File: config.mk
export PLATFORM = sky130hd
export DESIGN_NAME = core_exc_entry
export DESIGN_NICKNAME = d
export VERILOG_FILES = /design/src/rtl/core_exc_entry.sv
export SDC_FILE = /design/constraint.sdc
export NUM_CORES = 1
export LEC_CHECK = 0
export CAP_MARGIN = 20
export CORE_MARGIN = 5
export CORE_UTILIZATION = 46
export DETAILED_ROUTE_END_ITERATION = 12
export GPL_TIMING_DRIVEN = 0
export PLACE_DENSITY = 0.86
export SYNTH_ARGS = -nofsm -noshare
export SYNTH_HDL_FRONTEND = slang
export SYNTH_SLANG_ARGS = --single-unit
File: constraint.sdc
create_clock -name clk -period 6.1 [get_ports clk]
set_clock_uncertainty 0.05 [all_clocks]
set_input_delay 1.22 -clock clk [delete_from_list [all_inputs] [get_ports clk]]
set_output_delay 1.22 -clock clk [all_outputs]
set_load 0.05 [all_outputs]
File: src/rtl/core_exc_entry.sv
// Exception-entry sequencer: arbitrates pending exceptions, switches mode, saves SPSR, writes LR, branches to vector.
// Latency: exc_ack in the accept cycle, then SET_MODE, SAVE_SPSR, BRANCH; minimum 3 cycles after accept.
// Backpressure: BRANCH holds branch/vector until branch_ready; requests arriving while busy are ignored.
module core_exc_entry #(
    parameter bit HIGH_VECTORS = 1'b0
) (
    input  logic        clk,
    input  logic        rst,
    input  logic        boundary,
    input  logic        irq,
    input  logic        fiq,
    input  logic        dabt,
    input  logic        pabt,
    input  logic        undef,
    input  logic        swi,
    input  logic [31:0] fault_pc,
    input  logic [31:0] cpsr_rd,
    input  logic        mask_i,
    input  logic        mask_f,
    output logic        psr_write,
    output logic        psr_saved,
    output logic        psr_wr_flags,
    output logic        psr_wr_control,
    output logic        psr_force,
    output logic [31:0] psr_wr,
    output logic        lr_write,
    output logic [31:0] lr_data,
    output logic        branch,
    output logic [31:0] vector,
    input  logic        branch_ready,
    output logic        exc_ack,
    output logic        busy
);

    typedef enum logic [1:0] {IDLE, SET_MODE, SAVE_SPSR, BRANCH} state_t;
    typedef enum logic [2:0] {K_DABT, K_FIQ, K_IRQ, K_PABT, K_UNDEF, K_SWI} kind_t;

    localparam logic [31:0] VEC_BASE = HIGH_VECTORS ? 32'hFFFF_0000 : 32'h0000_0000;

    state_t      state_q, state_n;
    kind_t       kind_q, kind_n;
    logic [31:0] cpsr_q;
    logic [31:0] pc_q;
    logic        mask_f_q;

    logic        fiq_ok, irq_ok, any_req, accept;

    // Attributes of the latched exception kind
    logic [31:0] vec_off;
    logic [4:0]  new_mode;
    logic [31:0] lr_off;
    logic        f_set;

    // Interrupts are gated by the masks seen in the accept cycle; sync requests are always eligible
    assign fiq_ok  = fiq & ~mask_f;
    assign irq_ok  = irq & ~mask_i;
    assign any_req = dabt | fiq_ok | irq_ok | pabt | undef | swi;
    assign accept  = (state_q == IDLE) & boundary & any_req & ~rst;

    // Fixed-priority winner selection: dabt > fiq > irq > pabt > undef > swi
    always_comb begin
        kind_n = K_SWI;
        if (dabt)        kind_n = K_DABT;
        else if (fiq_ok) kind_n = K_FIQ;
        else if (irq_ok) kind_n = K_IRQ;
        else if (pabt)   kind_n = K_PABT;
        else if (undef)  kind_n = K_UNDEF;
    end

    // Decode vector offset, target mode, LR offset and F handling for the latched kind
    always_comb begin
        vec_off  = 32'h0000_0008;
        new_mode = 5'b10011;
        lr_off   = 32'd4;
        f_set    = 1'b0;
        case (kind_q)
            K_DABT:  begin vec_off = 32'h10; new_mode = 5'b10111; lr_off = 32'd8; end
            K_FIQ:   begin vec_off = 32'h1C; new_mode = 5'b10001; f_set = 1'b1; end
            K_IRQ:   begin vec_off = 32'h18; new_mode = 5'b10010; end
            K_PABT:  begin vec_off = 32'h0C; new_mode = 5'b10111; end
            K_UNDEF: begin vec_off = 32'h04; new_mode = 5'b11011; end
            default: begin vec_off = 32'h08; new_mode = 5'b10011; end
        endcase
    end

    // State register and request latches; reset aborts any sequence in flight
    always_ff @(posedge clk) begin
        if (rst) begin
            state_q  <= IDLE;
            kind_q   <= K_DABT;
            cpsr_q   <= 32'h0;
            pc_q     <= 32'h0;
            mask_f_q <= 1'b0;
        end else begin
            state_q <= state_n;
            if (accept) begin
                kind_q   <= kind_n;
                cpsr_q   <= cpsr_rd;
                pc_q     <= fault_pc;
                mask_f_q <= mask_f;
            end
        end
    end

    // Next state and outputs; everything except exc_ack derives only from state and latches
    always_comb begin
        state_n        = state_q;
        exc_ack        = accept;
        busy           = (state_q != IDLE);
        psr_write      = 1'b0;
        psr_saved      = 1'b0;
        psr_wr_flags   = 1'b0;
        psr_wr_control = 1'b0;
        psr_force      = 1'b0;
        psr_wr         = 32'h0;
        lr_write       = 1'b0;
        lr_data        = 32'h0;
        branch         = 1'b0;
        vector         = 32'h0;
        case (state_q)
            IDLE: begin
                if (accept) state_n = SET_MODE;
            end
            SET_MODE: begin
                psr_write      = 1'b1;
                psr_wr_control = 1'b1;
                psr_force      = 1'b1;
                // A=1, I=1, F per kind, T=0, M=new mode
                psr_wr         = {cpsr_q[31:9], 1'b1, 1'b1, (f_set | mask_f_q), 1'b0, new_mode};
                state_n        = SAVE_SPSR;
            end
            SAVE_SPSR: begin
                psr_write      = 1'b1;
                psr_saved      = 1'b1;
                psr_wr_flags   = 1'b1;
                psr_wr_control = 1'b1;
                psr_wr         = cpsr_q;
                lr_write       = 1'b1;
                lr_data        = pc_q + lr_off;
                state_n        = BRANCH;
            end
            BRANCH: begin
                branch = 1'b1;
                vector = VEC_BASE | vec_off;
                if (branch_ready) state_n = IDLE;
            end
            default: state_n = IDLE;
        endcase
    end

endmodule

==> impl_results.md <==
- Outcome: finished clean
- Vias in the first global route: around 4700
- Fin crit share: between 80% and 90%
- GR Overflow Total: 0
- Post-Syn Area per Cell: about 7.4 sq um
- Core Region: 0.008763 sq mm
- DRT Pass-1 Iters: 5
- Initial antenna violation count: 0
- # hold bufs at CTS: 0
- Mapped Area: 0.004172 sq mm
- R2R setup slack: roughly 3800 ps
- Leak pwr: ~2.2 nW
- Worst-path clk slew: ~80 ps
- Largest net degree at the start of global routing: 14
- Min-Delay Path Depth: 2
- CTS resizes: 0
- Via count: ~4800
- Hold worst-path end: cpsr_q[20]
- RSZ-0062 raised after global routing: false
- First-pass GRT wire length: about 22000 um
- Worst Max-Slew Pin Slew: roughly 590 ps
- Clk sinks: 70
- WL per Instance: approximately 16 um
- Critical path's most frequent cell: clkbuf_1
- Post-Syn Instances: 560
- IO buf count: 150
- Setup TNS: 0 ps
- Post-synthesis register bit count: 70
- Reg2reg end: pc_q[15]
- Area delta synth->final: 48.20%
- Routability cong.: around 0.89
- Slowest Stage Delay on Critical Path: 820 ps
- Die Ht: between 100 and 150 um
- CTS Buf Count: 9
- P per Cell Area: 310.1 mW/mm^2
- DRT Wirelength: between 10000 and 15000 um
- Routed Antenna Nets: 0
- Seq/Total Area, Yosys: between 30 and 40%
- Top FF cell, synth: dfxtp_1
- Max frequency: about 0.19 GHz
- Die width: around 110 um
- Final slew viol count: 0
- Clock buffer depth: 2
- Asr flop ratio synth: 0%
- Fillers: slightly above 700
- Post CTS Setup Buffer Count: 0
- Fin nets: approximately 830
- Worst setup SP type: register
- CP Cell Sequence: clkbuf_1 -> inv_1 -> nand2_1 -> ha_1 -> fa_1 -> and4_1 -> nand4_1 -> clkbuf_1 -> or3_1 -> a21oi_1 -> clkdlybuf4s50_1
- CP endpoint kind: output port
- Design Power: about 0.0019 W
- R2R Path Start: state_q[0]
- Fin crit period: ~5200 ps
- Die area: roughly 0.011 sq mm
- Fin Hold WS: between 400 and 500 ps
- CP max FO: 10
- Type of the worst setup path: register to output port
- Worst Reg-to-Reg Cells: 8
- Yosys warnings: 0
- Yosys cell types: 47
- Initial core utilization: a little under half
- Hold Crit Class: register to register
- Ports: between 150 and 200
- DP HPWL: 10360 um
- N_diodes: 0
- Avg Vias per Cell: between 5 and 6
- Max Cap Viol: 0
- EDFF count, synth: 0
- Initial DRC Count: about 230
- Clock Latency Late Sink: 340 ps
- GRT Total Usage: between 20% and 30%
- Residual DRC: 0
- Layout cells sized above 1: ~8%
- Site Rows: 34
- CTS tree: done
- CTS H-tree lvls: 3
- CP max-delay cell: clkdlybuf4s50_1
- Worst hold start: cpsr_q[20]
- Worst path required time: ~4800 ps
- Relative slew slack: 60.39%
- Endpoints failing setup: 0
- Clk root buf: clkbuf_8
- Critical path arrival: around 3900 ps
- Final hold violation count: 0
- VDD IR max: 174.9 uV
-- metal layers --
metal	global-route usage (%)	vias to the layer above	part of all wire (%)
li1	-	2316	-
met1	29.56	2198	39
met2	39.99	258	48
met3	5.868	29	10
met4	8.858	0	2.4
met5	0	-	0
-- layout by cell type, fill, tap and decap left out, drive strengths merged, types with 4 or more instances in the layout --
cell	netlist	final
buf	38	38
nand3	77	77
nand4	7	7
nor2	18	18
inv	11	12
o21a	4	4
or3	7	7
conb	1	29
o21ai	74	74
and2	28	28
xor2	6	6
ha	7	7
xnor2	7	7
or4	11	11
nand2	19	19
dfxtp	70	70
and4	5	5
nor2b	7	7
clkbuf	42	51
bufinv	0	4
clkdlybuf4s50	0	150
a21oi	82	82
o31ai	7	7
-- layout make-up --
cell class                      count  area (sq um)  share of cell area [%]
Clock buffer                        9         123.9                   2.004
Buffer                             80         434.2                   7.023
Inverter                           12         45.04                  0.7286
Timing Repair Buffer              150          1501                   24.29
Tap cell                          108         135.1                   2.186
Sequential cell                    70          1401                   22.67
Multi-Input combinational cell    426          2396                   38.76
Clock inverter                      7         145.1                   2.348
-- sequential cells by signal (all words and copies together), names as in the netlist --
register	flops
mask_f_q	1
cpsr_q	32
state_q	2
kind_q	3
pc_q	32
-- stage by stage --
stage / cell area (sq um) / instances / setup slack (ps) / util (%)
5_1_grt: 6182 / 862 / 685.0 / 70.55
3_3_place_gp: 5913 / 846 / 1127 / 67.48
3_5_place_dp: 5913 / 846 / 1108 / 67.48
2_1_floorplan: 4277 / 588 / 1450 / -
4_1_cts: 6182 / 862 / 934.1 / 70.55
6_report: 6182 / 862 / 904.5 / 70.55
-- how the worst max path moves through the flow --
stage          startpoint          end  slack (ps)  cells after the start
2_1_floorplan   kind_q[2]  lr_data[25]        1450                      9
3_3_place_gp         dabt      exc_ack        1130                      6
3_5_place_dp         dabt      exc_ack        1110                      6
4_1_cts         kind_q[2]  lr_data[22]         930                     11
5_1_grt         kind_q[2]  lr_data[31]         680                     11
6_report        kind_q[2]  lr_data[22]         900                     11
-- worst max-delay path, delay by kind of cell, from the launching register on --
kind	cells	cell delay (ps)
buffers and inverters	4	1480
and+or+nand+nor	4	1170
adders and majority gates	2	440
DFF	1	310
AOI/OAI and AO/OA	1	160
-- cell families (layout without fill, tap and decap cells) --
family                   Yosys count  in the layout  synth area share (%)
flip-flops                        70             70                 33.59
buffers and inverters             92            258                 11.49
adder cells (fa/ha/maj)            8              8                 2.579
other                              1             29               0.08990
AND/OR/NAND/NOR                  191            191                 25.08
AO/OA/AOI/OAI                    182            182                 23.73
XOR/XNOR                          13             13                 2.729
multiplexers                       3              3                0.7199
-- synth_stat cells, types with 11 or more instances --
cell	n	area [sq um]
nor2_1	18	67.56
o21ai_0	74	370.4
nand3_1	77	385.4
dfxtp_1	70	1401
buf_4	32	240.2
clkbuf_1	40	150.1
and2_1	28	175.2
inv_1	11	41.29
a21oi_1	82	410.4
nand2_1	19	71.32
or4_1	11	82.58
-- report_power, final --
group / internal [W] / switching, W / total (W) / leakage [nW]
Sequential: 0.000514 / 0.0000512 / 0.000566 / 0.570
Clock: 0.000315 / 0.000187 / 0.000502 / 0.130
Combinational: 0.000295 / 0.000554 / 0.000849 / 1.46
(Power assumes the default switching activity.)
